$ cat config.mk
export PLATFORM = sky130hd
export DESIGN_NAME = acc_term_sequencer_flat
export DESIGN_NICKNAME = d
export VERILOG_FILES = /design/src/rtl/hrc_pkg.sv /design/src/rtl/acc_term_sequencer_if.sv /design/src/rtl/acc_term_sequencer.sv /design/src/flat_wrapper.sv
export SDC_FILE = /design/constraint.sdc
export NUM_CORES = 1
export LEC_CHECK = 0
export CAP_MARGIN = 20
export CORE_ASPECT_RATIO = 1.5
export CORE_MARGIN = 5
export CORE_UTILIZATION = 31
export CTS_CLUSTER_DIAMETER = 50
export DETAILED_ROUTE_END_ITERATION = 7
export PLACE_DENSITY = 0.65
export SLEW_MARGIN = 5
export SYNTH_ARGS = -nofsm -noshare
export SYNTH_HDL_FRONTEND = slang
export SYNTH_SLANG_ARGS = --single-unit
$ cat constraint.sdc
create_clock -name iCLK -period 2.85 [get_ports iCLK]
set_input_delay 0.4275 -clock iCLK [delete_from_list [all_inputs] [get_ports iCLK]]
set_output_delay 0.4275 -clock iCLK [all_outputs]
set_load 0.01 [all_outputs]
$ cat src/rtl/hrc_pkg.sv
// Shared definitions for the reservoir dot-product accumulator path:
// sequencer FSM encoding and the default accumulator latency.
package hrc_pkg;

    typedef enum logic [1:0] {
        IDLE  = 2'd0,
        RUN   = 2'd1,
        DRAIN = 2'd2
    } seq_state_e;

    // Must match the pipeline depth of the acc_term_unit it is paired with.
    localparam int ACC_LAT_DEFAULT = 2;

endpackage

$ cat src/rtl/acc_term_sequencer_if.sv
// Valid/ready term stream feeding the accumulator sequencer.
// master = term source, slave = sequencer.
interface acc_term_sequencer_if #(
    parameter int WIDTH_IN = 16
);
    logic                iTermValid;
    logic [WIDTH_IN-1:0] iTermData;
    logic                iTermNeg;
    logic                iTermZero;
    logic                oTermReady;

    modport master (
        output iTermValid, iTermData, iTermNeg, iTermZero,
        input  oTermReady
    );

    modport slave (
        input  iTermValid, iTermData, iTermNeg, iTermZero,
        output oTermReady
    );
endinterface

$ cat src/rtl/acc_term_sequencer.sv
// Control stage ahead of the dot-product accumulator: runs exactly N terms
// into a freshly initialised accumulator and flags when its output is final.
module acc_term_sequencer
    import hrc_pkg::*;
#(
    parameter int WIDTH_IN  = 16,
    parameter int WIDTH_LEN = 10,
    parameter int ACC_LAT   = ACC_LAT_DEFAULT
) (
    input  logic                 iCLK,
    input  logic                 iRST_n,
    input  logic                 iStart,
    input  logic [WIDTH_LEN-1:0] iLen,
    input  logic                 iAbort,
    output logic                 oBusy,
    acc_term_sequencer_if.slave  term,
    output logic                 oAccInit,
    output logic                 oAccValid,
    output logic                 oAccSub,
    output logic [WIDTH_IN-1:0]  oAccData,
    output logic                 oDone,
    output logic [WIDTH_LEN-1:0] oCount
);

    localparam int                 DRAIN_W    = $clog2(ACC_LAT + 1);
    localparam logic [DRAIN_W-1:0] DRAIN_LOAD = DRAIN_W'(ACC_LAT);

    seq_state_e           state_q, state_d;
    logic [WIDTH_LEN-1:0] count_q, count_d;
    logic                 init_pend_q, init_pend_d;
    logic [DRAIN_W-1:0]   drain_q, drain_d;
    logic                 in_run;
    logic                 consume;

    // Abort wins over a simultaneous handshake, so that term never reaches
    // the accumulator nor the count.
    assign in_run          = (state_q == RUN);
    assign term.oTermReady = in_run;
    assign consume         = term.iTermValid & in_run & ~iAbort;

    assign oAccValid = consume & ~term.iTermZero;
    assign oAccSub   = oAccValid & term.iTermNeg;
    assign oAccData  = oAccValid ? term.iTermData : '0;
    assign oBusy     = (state_q != IDLE);
    assign oCount    = count_q;

    // NOTE: registers use non-blocking assignments so every flop samples
    // pre-edge values regardless of process ordering.
    always_ff @(posedge iCLK or negedge iRST_n) begin
        if (!iRST_n) begin
            state_q     <= IDLE;
            count_q     <= '0;
            init_pend_q <= 1'b0;
            drain_q     <= '0;
        end else begin
            state_q     <= state_d;
            count_q     <= count_d;
            init_pend_q <= init_pend_d;
            drain_q     <= drain_d;
        end
    end

    // NOTE: every output of this block gets a default first, so no path
    // through the case leaves a signal unassigned and infers a latch.
    always_comb begin
        state_d     = state_q;
        count_d     = count_q;
        init_pend_d = init_pend_q;
        drain_d     = drain_q;
        oAccInit    = 1'b0;
        oDone       = 1'b0;

        unique case (state_q)
            IDLE: begin
                if (iStart) begin
                    count_d = iLen;
                    if (iLen == '0) begin
                        // Empty frame: clear the accumulator now and just wait out its latency.
                        oAccInit    = 1'b1;
                        init_pend_d = 1'b0;
                        drain_d     = DRAIN_LOAD;
                        state_d     = DRAIN;
                    end else begin
                        init_pend_d = 1'b1;
                        state_d     = RUN;
                    end
                end
            end
            RUN: begin
                oAccInit = init_pend_q;
                if (consume) begin
                    init_pend_d = 1'b0;
                    count_d     = count_q - 1'b1;
                    if (count_q == WIDTH_LEN'(1)) begin
                        drain_d = DRAIN_LOAD;
                        state_d = DRAIN;
                    end
                end
            end
            DRAIN: begin
                drain_d = drain_q - 1'b1;
                if (drain_q == DRAIN_W'(1)) begin
                    oDone   = 1'b1;
                    state_d = IDLE;
                end
            end
            default: state_d = IDLE;
        endcase

        if (iAbort && (state_q != IDLE)) begin
            state_d     = IDLE;
            count_d     = '0;
            init_pend_d = 1'b0;
            drain_d     = '0;
            oDone       = 1'b0;
        end
    end

endmodule

$ cat src/flat_wrapper.sv
// flat-port wrapper written by rule: the top's interface ports become plain ports
module acc_term_sequencer_flat import hrc_pkg::*;
#(
    parameter int WIDTH_IN  = 16,
    parameter int WIDTH_LEN = 10,
    parameter int ACC_LAT   = ACC_LAT_DEFAULT
)
  (iCLK, iRST_n, iStart, iLen, iAbort, oBusy, oAccInit, oAccValid, oAccSub, oAccData, oDone, oCount, term_iTermValid, term_iTermData, term_iTermNeg, term_iTermZero, term_oTermReady);
  acc_term_sequencer_if #(.WIDTH_IN(WIDTH_IN)) term_i ();
  input  logic iCLK;
  input  logic iRST_n;
  input  logic iStart;
  input  logic [WIDTH_LEN-1:0] iLen;
  input  logic iAbort;
  output logic oBusy;
  output logic oAccInit;
  output logic oAccValid;
  output logic oAccSub;
  output logic [WIDTH_IN-1:0] oAccData;
  output logic oDone;
  output logic [WIDTH_LEN-1:0] oCount;
  input wire logic [$bits(term_i.iTermValid)-1:0] term_iTermValid;
  input wire logic [$bits(term_i.iTermData)-1:0] term_iTermData;
  input wire logic [$bits(term_i.iTermNeg)-1:0] term_iTermNeg;
  input wire logic [$bits(term_i.iTermZero)-1:0] term_iTermZero;
  output wire logic [$bits(term_i.oTermReady)-1:0] term_oTermReady;
  assign term_i.iTermValid = term_iTermValid;
  assign term_i.iTermData = term_iTermData;
  assign term_i.iTermNeg = term_iTermNeg;
  assign term_i.iTermZero = term_iTermZero;
  assign term_oTermReady = term_i.oTermReady;
  acc_term_sequencer #(.WIDTH_IN(WIDTH_IN), .WIDTH_LEN(WIDTH_LEN), .ACC_LAT(ACC_LAT)) u_core (.iCLK(iCLK), .iRST_n(iRST_n), .iStart(iStart), .iLen(iLen), .iAbort(iAbort), .oBusy(oBusy), .term(term_i), .oAccInit(oAccInit), .oAccValid(oAccValid), .oAccSub(oAccSub), .oAccData(oAccData), .oDone(oDone), .oCount(oCount));
endmodule
# Yosys cells after proc, flatten, opt, wreduce, memory -nomap -nowiden
# Index checks and enable logic that the tools add are counted.
# word_totals
wordCells	57
reg_bits	15
in_bits	33
rom_bits	0
ram_bits	0
mem_count	0
latchBits	0
# op_classes
bitwise	6
n_shift	0
n_addsub	2
n_lt_le_gt_ge	0
eq_ne	9
reduce_logical	9
multipliers	0
n_mux	27
div_mod_pow	0
# ops
op	count
two-way mux 10 bit	3
case mux 10 bit (2 select lines)	1
two-way mux 2 bit	9
two-way mux 16 bit	1
case mux 2 bit (3 select lines)	2
== test 10 x 1 -> 1 bit (second input constant)	1
logical NOT 10 bit	1
subtractor 10 x 1 -> 10 bit (second input constant)	1
two-way mux 1 bit	9
inequality test 3 x 1 -> 1 bit (second input constant)	2
inequality test 3 bit (second input constant)	2
AND reduction 5 bit	1
AND 1 bit	4
== test 2 x 1 -> 1 bit (second input constant)	2
case mux 1 bit (2 select lines)	2
AND reduction 4 bit	1
nonzero test 4 bit	1
inequality test 3 x 2 -> 1 bit (second input constant)	1
AND reduction 3 bit	1
nonzero test 3 bit	1
== test 2 bit (second input constant)	1
logical NOT 2 bit	1
inverter 1 bit	2
nonzero test 2 bit	1
2 further kinds	2

# Depth between registers and ports, before layout
# Gate-level depths: netlist of the first run.
# depth
word_depth	6
ltp_mapped	7

# Worst setup path before layout of the first run
# No wires, ideal clock.
# synth_timing
kind	input to output
from	in iLen[5]
to	out oAccInit
required_time_ns	2.423
n_path_buf	0
stages	4
setup_slack_ns	0.974
t_arrival_ns	1.448
cell_sequence	or4_4 -> nor4_4 -> nand3_1 -> nand2_1
# synth_between
elab_chain_len	4
# synth_rtl
element	line	source
from (decl)	flat_wrapper.sv:13	input logic [WIDTH_LEN-1:0] iLen;
logical NOT 10 bit	acc_term_sequencer.sv:77	if (iLen == '0) begin
two-way mux 1 bit	acc_term_sequencer.sv:77	
two-way mux 1 bit	acc_term_sequencer.sv:75	if (iStart) begin
case mux 1 bit (2 select lines)	acc_term_sequencer.sv:73	unique case (state_q)
to (decl)	flat_wrapper.sv:16	output logic oAccInit;
# Every way passes these cells.

# Final worst setup path of the first run
# layout_timing
from	in iAbort
to	out oAccData[13]
# layout_between
elab_chain_len	4
# layout_rtl
element	line	source
from (decl)	flat_wrapper.sv:14	input logic iAbort;
inverter 1 bit	acc_term_sequencer.sv:39	assign consume = term.iTermValid & in_run & ~iAbort;
AND 1 bit	acc_term_sequencer.sv:39	
AND 1 bit	acc_term_sequencer.sv:41	assign oAccValid = consume & ~term.iTermZero;
two-way mux 16 bit	acc_term_sequencer.sv:43	assign oAccData = oAccValid ? term.iTermData : '0;
to (decl)	flat_wrapper.sv:19	output logic [WIDTH_IN-1:0] oAccData;
# Every way passes these cells.

==> results.toml, run 1 <==
[run_status]
outcome = "finished clean"

[layout]
drive_above_1_share = 0.0766
fin_nets = 246
final_cell_count_no_fill = 252
n_antenna_cell = 0
fillCellCount = 357
final_core_util = 0.526
area_growth_pct = 65.5

[worst_hold_path]
min_to = "u_core.init_pend_q"
min-delay-start = "u_core.init_pend_q"
min_path_type = "register to register"
hold_depth = 1

[sta]
finalSetupViolCount = 0
clock_skew_ns = 0.00301
max_freq_ghz = 0.383
maxSlewViolCount = 0
fin_crit_ns = 2.61
hold_ws_ns = 0.480
tightest_slew_ns = 0.690
finalCritPeriodShare = 0.916
fin_setup_tns_ns = 0
rsz0062_at_grt = "false"
relSlewSlack = 0.538
hold_violations = 0

[clock_tree]
cts_setup_buffers = 0
clockBufferDepth = 2
cts_num_sinks = 15
clk_pin_slew_ns = 0.06
h-tree-depth = 1
worstSkewPairLatency_ns = 0.25
cts_buffers = 3
cts_hold_repair.buffers = 0
cts-root-buf = "clkbuf_8"
cts_tree = "done"

[route]
vias_per_cell = 5.33
drt-pass1-iter-count = 4
routedWlPerCell_um = 15.8
drt_iter0_markers = 88
via_count = 1343
drc = 0
wirelength_mm = 3.97
detail-route-antenna-nets = 0

[worst_setup_path]
crit_slowest_cell = "clkdlybuf4s50_1"
path_class = "input pin to output port"
timing.rr.end = "u_core.drain_q[1]"
reg2reg_depth = 6
endpoint_kind = "output port"
r2r-start = "u_core.oCount[1]"
worstPathArrival_ns = 2.18
crit_chain = "clkdlybuf4s50_1, nand4bb_1, nor2_4, and2_1, clkdlybuf4s50_1"
crit_required_ns = 2.42
crit_path_frequent_cell = "clkdlybuf4s50_1"
start_kind = "input pin"
reg2reg_slack_ns = 1.14
slowest_delay_ns = 0.55
critPathMaxFanout = 18

[die]
std_cell_rows = 27
dieArea_um2 = 5090
core_area_um2 = 3650
start_util = 0.318
die_w_um = 59.9
die_h_um = 84.9
io_pins = 65

[synthesis]
synth_area_um2 = 1160
yosys_warnings = 0
synth_edf_count = 0
synth_ff_type = "dfrtp_1"
ys_seq_elements = 15
ys_seq_area_frac = 0.324
postSynthCellCount = 141
ys_types = 38
synthArstFlopShare = 1.00
synth_fp_nets = 177
avgSynthCellArea_um2 = 8.23

[power_and_ir_drop]
p_leak_nw = 0.803
total_power_mw = 1.37
vdd_drop_max_v = 0.000397
p_per_area_nw_per_um2 = 713

[global_route]
grt_antenna_before_repair = 0
grt.overflow.total = 0
grt_pass1_wl_mm = 6.60
gr-usage-all-layers = 0.162
grt_max_degree = 19
grt_pass1_vias = 1422

[placement]
dp.cells = 248
dp_hpwl_mm = 3.20
port_buffers = 64
place.gp.congestion = 0.870

[job]
drv_cap = 0
-- per-layer routing --
layer,GRT usage,vias to the layer above,share of wire
li1,-,652,-
met1,0.186,653,0.38
met2,0.292,32,0.55
met3,0.0213,6,0.045
met4,0.0585,0,0.017
met5,0,-,0
-- timing repair --
item	CTS	global route
gates resized for setup	1	1
endpoints found under the hold margin	0	0
setup endpoints to repair	1	5
-- power breakdown --
part	internal, mW	leakage, nW	total, mW	switching (mW)
Combinational	0.391	0.584	0.809	0.418
Sequential	0.283	0.196	0.388	0.105
Clock	0.0989	0.0228	0.172	0.0733
Total	0.773	0.803	1.37	0.596
-- flip-flops by register name, summed over array words and instances (netlist names) --
name                count
u_core.drain_q          2
u_core.oCount          10
u_core.init_pend_q      1
u_core.state_q          2
-- worst max path at each step --
stage,start,endpoint,slack (ns),depth (start not counted)
after floorplan,iLen[5],oAccInit,0.97,4
after global routing,term_iTermValid,oAccData[15],0.13,5
after detailed placement,iLen[5],oAccInit,-0.03,6
after global placement,iLen[5],oAccInit,-0.003,6
after CTS,iAbort,oAccData[1],0.12,5
final,iAbort,oAccData[13],0.24,5
-- per-stage QoR --
step,setup WS (ns),area (um2)
finish,0.240,1920
floorplan,0.974,1160
detailed placement,-0.0328,1870
global placement,-0.00285,1870
global route,0.133,1920
CTS,0.118,1910
-- cell usage after synthesis (3+ instances only) --
cell type,number,area share
a21oi_1,15,0.065
a31oi_1,3,0.016
and2_1,18,0.097
and3_1,4,0.022
and4_1,4,0.030
buf_2,5,0.022
dfrtp_1,15,0.32
ha_1,3,0.032
inv_1,7,0.023
nand2_1,5,0.016
nor2_1,12,0.039
nor3_1,4,0.017
o21ai_1,8,0.035
o31ai_1,8,0.052
-- critical path, delay by kind of cell --
kind,cells,cell delay [ns]
buffers and inverters,2,0.98
AND/OR/NAND/NOR,3,0.76
-- layout make-up --
type | instances | area (um2) | area share
sequential | 15 | 375 | 0.196
clock buffer | 4 | 45.0 | 0.0235
timing repair buffer | 70 | 684 | 0.357
tap | 43 | 53.8 | 0.0280
inverter | 9 | 33.8 | 0.0176
multi-input combinational | 111 | 727 | 0.379
-- cell families (layout without fill, tap and decap cells) --
group / Yosys count / count (layout) / share of synthesized area
buffers and inverters: 15 / 83 / 0.0539
flip-flops: 15 / 15 / 0.324
AND/OR/NAND/NOR: 62 / 62 / 0.339
XOR/XNOR: 1 / 1 / 0.00755
AO/OA/AOI/OAI: 45 / 45 / 0.244
adder cells (fa/ha/maj): 3 / 3 / 0.0324
-- cells in the final DEF (no fill, tap or decap), types with 2 or more instances in the layout --
cell type and count:
or4_1 2, dfrtp_1 15, ha_1 3, clkdlybuf4s50_1 63, inv_2 2, o22ai_1 2, o31ai_1 8, inv_1 7
o2bb2ai_1 2, and3_1 4, nand3_1 2, a21oi_1 15, and2_1 18, nand2_1 5, a31oi_1 3, nand2b_1 2
nor3_1 4, nor2_1 12, and4_1 4, buf_4 6, o21ai_1 8, clkbuf_8 3
Power figures use the tool's default switching activity.
==> run 2, diff against run 1 <==
--- a/config.mk
+++ b/config.mk
@@ -5,13 +5,13 @@
 export SDC_FILE = /design/constraint.sdc
 export NUM_CORES = 1
 export LEC_CHECK = 0
-export CAP_MARGIN = 20
+export CAP_MARGIN = 15
 export CORE_ASPECT_RATIO = 1.5
 export CORE_MARGIN = 5
-export CORE_UTILIZATION = 31
+export CORE_UTILIZATION = 41
 export CTS_CLUSTER_DIAMETER = 50
 export DETAILED_ROUTE_END_ITERATION = 7
-export PLACE_DENSITY = 0.65
+export PLACE_DENSITY = 0.83
 export SLEW_MARGIN = 5
 export SYNTH_ARGS = -nofsm -noshare
 export SYNTH_HDL_FRONTEND = slang
==> run 2 against run 1 <==
- die area down 21%
- clock-buffer cell count is the same
- sequential cell count stayed put
- register-to-register slack lost 0.05 ns
- core utilization increased by 18 points
- combinational power hardly changed
- largest cell class unchanged
- highest routed layer unchanged
==> results.toml, run 2 (same netlist as run 1, synthesis figures left out) <==
[global_route]
grt.overflow.total = 0
grt_pass1_wl_mm = 6.07
gr-usage-all-layers = 0.200
grt_max_degree = 19
grt_antenna_before_repair = 0
grt_pass1_vias = 1372

[layout]
final_cell_mix = "clkdlybuf4s50_1, and2_1, a21oi_1, dfrtp_1, nor2_1"
drive_above_1_share = 0.0676
fillCellCount = 223
n_antenna_cell = 0
mostFrequentLayoutCell = "clkdlybuf4s50_1"
final_core_util = 0.701
area_growth_pct = 63.5
fin_area_um2 = 1900
fin_nets = 244
seqCellArea_um2 = 375
largest_register_ffs = 10
multi_input_area_um2 = 727
final_cell_count_no_fill = 244

[die]
dieArea_um2 = 4010
die_w_um = 53.4
die_h_um = 75.1
start_util = 0.429
std_cell_rows = 23
io_pins = 65
core_area_um2 = 2710

[job]
drv_cap = 0

[worst_setup_path]
reg2reg_slack_ns = 1.09
r2r-start = "u_core.oCount[1]"
crit_required_ns = 2.42
crit_chain = "clkdlybuf4s50_1, nand4bb_1, nor2_4, and2_1, clkdlybuf4s50_1"
endpoint_kind = "output port"
reg2reg_depth = 6
cp-startpoint = "term_iTermValid"
start_kind = "input pin"
slowest_delay_ns = 0.53
timing.rr.end = "u_core.drain_q[1]"
worstPathArrival_ns = 2.19
critPathMaxFanout = 18
crit_slowest_cell = "clkdlybuf4s50_1"
path_class = "input pin to output port"
crit_path_frequent_cell = "clkdlybuf4s50_1"

[placement]
dp_hpwl_mm = 3.07
port_buffers = 64
place_area_um2 = 1850
place_ws_ns = 0.000635
place.gp.congestion = 0.833
dp.cells = 240

[sta]
tightest_slew_ns = 0.733
finalSetupViolCount = 0
hold_ws_ns = 0.487
finalCritPeriodShare = 0.919
clock_skew_ns = 0.00244
hold_violations = 0
relSlewSlack = 0.508
max_freq_ghz = 0.382
fin_setup_tns_ns = 0
fin_crit_ns = 2.62
rsz0062_at_grt = "false"
fin_ws_ns = 0.232
maxSlewViolCount = 0

[clock_tree]
cts_hold_repair.buffers = 0
clk_pin_slew_ns = 0.06
clockBufferDepth = 2
cts_setup_buffers = 0
cts_buffers = 3
cts-resized-gates = 1
cts-root-buf = "clkbuf_8"
h-tree-depth = 1
cts_tree = "done"
worstSkewPairLatency_ns = 0.25
cts_num_sinks = 15

[route]
via_count = 1371
routedWlPerCell_um = 15.6
wirelength_mm = 3.81
drt-pass1-iter-count = 4
vias_per_cell = 5.62
drt_iter0_markers = 61
drc = 0
detail-route-antenna-nets = 0

[power_and_ir_drop]
vdd_drop_max_v = 0.000566
p_leak_nw = 0.794
total_power_mw = 1.37
p_per_area_nw_per_um2 = 721

[worst_hold_path]
hold_depth = 1
min-delay-start = "u_core.init_pend_q"
min_to = "u_core.init_pend_q"
min_path_type = "register to register"

[run_status]
outcome = "finished clean"
## run 2: cell types whose count changed in the layout (fill, tap and decap cells not counted)
cell / change
buf_4: -2
## run 2: cell type report
class	instances	share of cell area
clock buffers	4	0.0237
multi-input cells	111	0.383
flip-flops and latches	15	0.198
inverters	9	0.0178
repair buffers	68	0.353
well taps	37	0.0244
## run 2: metal layers
metal	GRT usage	wire, um	part of all wire	vias to the layer above
met5	0	0	0	-
met4	0.0852	52	0.014	0
met3	0.0574	468	0.12	7
met2	0.357	1880	0.49	84
met1	0.213	1410	0.37	632
li1	-	-	-	648
## run 2: power by group
| group | leakage, nW | switching [mW] | internal (mW) |
|---|---|---|---|
| Combinational | 0.576 | 0.427 | 0.382 |
| Clock | 0.0228 | 0.0737 | 0.0991 |
| Sequential | 0.196 | 0.102 | 0.283 |
| Total | 0.794 | 0.602 | 0.765 |
## run 2: how the worst max path moves through the flow
stage / slack (ns) / to
detailed placement: 0.0006 / oAccInit
global route: 0.13 / oAccData[11]
CTS: 0.10 / oAccData[1]
finish: 0.23 / oAccData[1]
floorplan: 0.97 / oAccInit
global placement: 0.005 / oAccInit
## run 2: critical path: cells and delay by family
kind / cells / cell delay (ns)
buffers and inverters: 2 / 1.05
AND/OR/NAND/NOR: 3 / 0.71
==> run 3, diff against run 2 <==
--- a/config.mk
+++ b/config.mk
@@ -9,8 +9,10 @@
 export CORE_ASPECT_RATIO = 1.5
 export CORE_MARGIN = 5
 export CORE_UTILIZATION = 41
+export CTS_BUF_LIST = sky130_fd_sc_hd__clkbuf_16
 export CTS_CLUSTER_DIAMETER = 50
 export DETAILED_ROUTE_END_ITERATION = 7
+export GPL_ROUTABILITY_DRIVEN = 0
 export PLACE_DENSITY = 0.83
 export SLEW_MARGIN = 5
 export SYNTH_ARGS = -nofsm -noshare
==> run 3 against run 2 <==
- wire length grew 1.7%
- total power grew 7.6%
- sequential cell count is the same
- setup slack lost 0.0062 ns
- clock skew shrank 0.00095 ns
==> results.toml, run 3 (same netlist as run 1, synthesis figures left out) <==
[run_status]
outcome = "finished clean"

[worst_setup_path]
crit_chain = "clkdlybuf4s50_1, nand4bb_1, nor2_4, and2_1, clkdlybuf4s50_1"
slowest_delay_ns = 0.53
path_class = "input pin to output port"
cp-startpoint = "term_iTermValid"
worstPathArrival_ns = 2.20
endpoint_kind = "output port"
r2r-start = "u_core.state_q[0]"
worst_path_dominant_cell_family = "buffers and inverters"
crit_slowest_cell = "clkdlybuf4s50_1"
crit_buf_inv = 2
reg2reg_depth = 4
crit_path_frequent_cell = "clkdlybuf4s50_1"
start_kind = "input pin"
path_depth = 5
critPathMaxFanout = 18
crit_required_ns = 2.42

[placement]
dp_hpwl_mm = 3.07
port_buffers = 64
place_area_um2 = 1850

[route]
routedWlPerCell_um = 15.9
vias_per_cell = 5.71
drt-pass1-iter-count = 4
drt_iter0_markers = 53
detail-route-antenna-nets = 0
drc = 0
wirelength_mm = 3.88
via_count = 1393

[clock_tree]
cts-root-buf = "clkbuf_16"
cts_tree = "done"
worstSkewPairLatency_ns = 0.25
cts_hold_repair.buffers = 0
clk_pin_slew_ns = 0.05
cts_buffers = 3
cts_setup_buffers = 0
cts_num_sinks = 15
clockBufferDepth = 2
h-tree-depth = 1

[layout]
largest_register_ffs = 10
area_growth_pct = 66.5
mostFrequentLayoutCell = "clkdlybuf4s50_1"
drive_above_1_share = 0.0676
fin_nets = 244
final_cell_mix = "clkdlybuf4s50_1, and2_1, a21oi_1, dfrtp_1, nor2_1"
fin_area_um2 = 1930
n_antenna_cell = 0
final_core_util = 0.714

[sta]
tightest_slew_ns = 0.761
clock_skew_ns = 0.00149
rsz0062_at_grt = "false"
fin_crit_ns = 2.62
fin_setup_tns_ns = 0
hold_ws_ns = 0.485
finalCritPeriodShare = 0.921
hold_violations = 0
maxSlewViolCount = 0
max_freq_ghz = 0.381
relSlewSlack = 0.493
finalSetupViolCount = 0

[power_and_ir_drop]
p_leak_nw = 0.814
p_per_area_nw_per_um2 = 762
vdd_drop_max_v = 0.000577

[die]
die_h_um = 75.1
io_pins = 65
start_util = 0.429
dieArea_um2 = 4010
die_w_um = 53.4
std_cell_rows = 23
core_area_um2 = 2710

[global_route]
grt.overflow.total = 0
grt_pass1_wl_mm = 6.11
gr-usage-all-layers = 0.201
grt_max_degree = 19
grt_antenna_before_repair = 0
grt_pass1_vias = 1376

[worst_hold_path]
hold_depth = 1
min-delay-start = "u_core.init_pend_q"
min_path_type = "register to register"

[job]
drv_cap = 0
==> run 3: cell count changes in the layout (fill, tap and decap cells not counted), sizes merged <==
cell	delta
inv	+1
clkbuf	-1
==> run 3: worst paths after layout <==
kind | slack [ns] | to
setup / recovery | 0.23 | oAccData[1]
hold / removal | 0.48 | u_core.init_pend_q
setup reg to reg | 1.06 | u_core.oCount[1]
hold reg to reg | 0.48 | u_core.init_pend_q
max in group asynchronous | 1.80 | u_core.state_q[0]
min in group asynchronous | 0.61 | u_core.oCount[0]
==> run 3: repair_timing <==
| action | 4_1_cts | 5_1_grt |
|---|---|---|
| endpoints found under the setup margin | 1 | 5 |
| resized for setup | 1 | 1 |
| cloned | 0 | 0 |
==> run 3: where the power goes <==
part           switching [mW]  internal (mW)
registers               0.102          0.284
clock network          0.0867          0.186
logic                   0.430          0.382
total                   0.619          0.852
==> run 3: area by class of cell <==
cell class,instances,area [um2]
sequential,15,375
inverter,9,33.8
timing repair buffer,68,669
multi-input combinational,111,727
clock buffer,3,75.1
fill,218,774
clock inverter,1,3.75
tap,37,46.3
==> run 3: routing by layer <==
layer / GRT usage / part of all wire / vias up
met2: 0.351 / 0.49 / 102
met3: 0.0535 / 0.14 / 13
met5: 0 / 0 / -
met1: 0.215 / 0.35 / 632
li1: - / - / 646
met4: 0.111 / 0.027 / 0
==> run 3: metrics by stage <==
step           cells  worst slack, ns  total power [mW]
3_3_place_gp     240          0.00490              1.18
6_report         244            0.226              1.47
5_1_grt          244            0.138              1.57
4_1_cts          244            0.101              1.47
2_1_floorplan    141            0.974             0.849
3_5_place_dp     240         0.000635              1.19
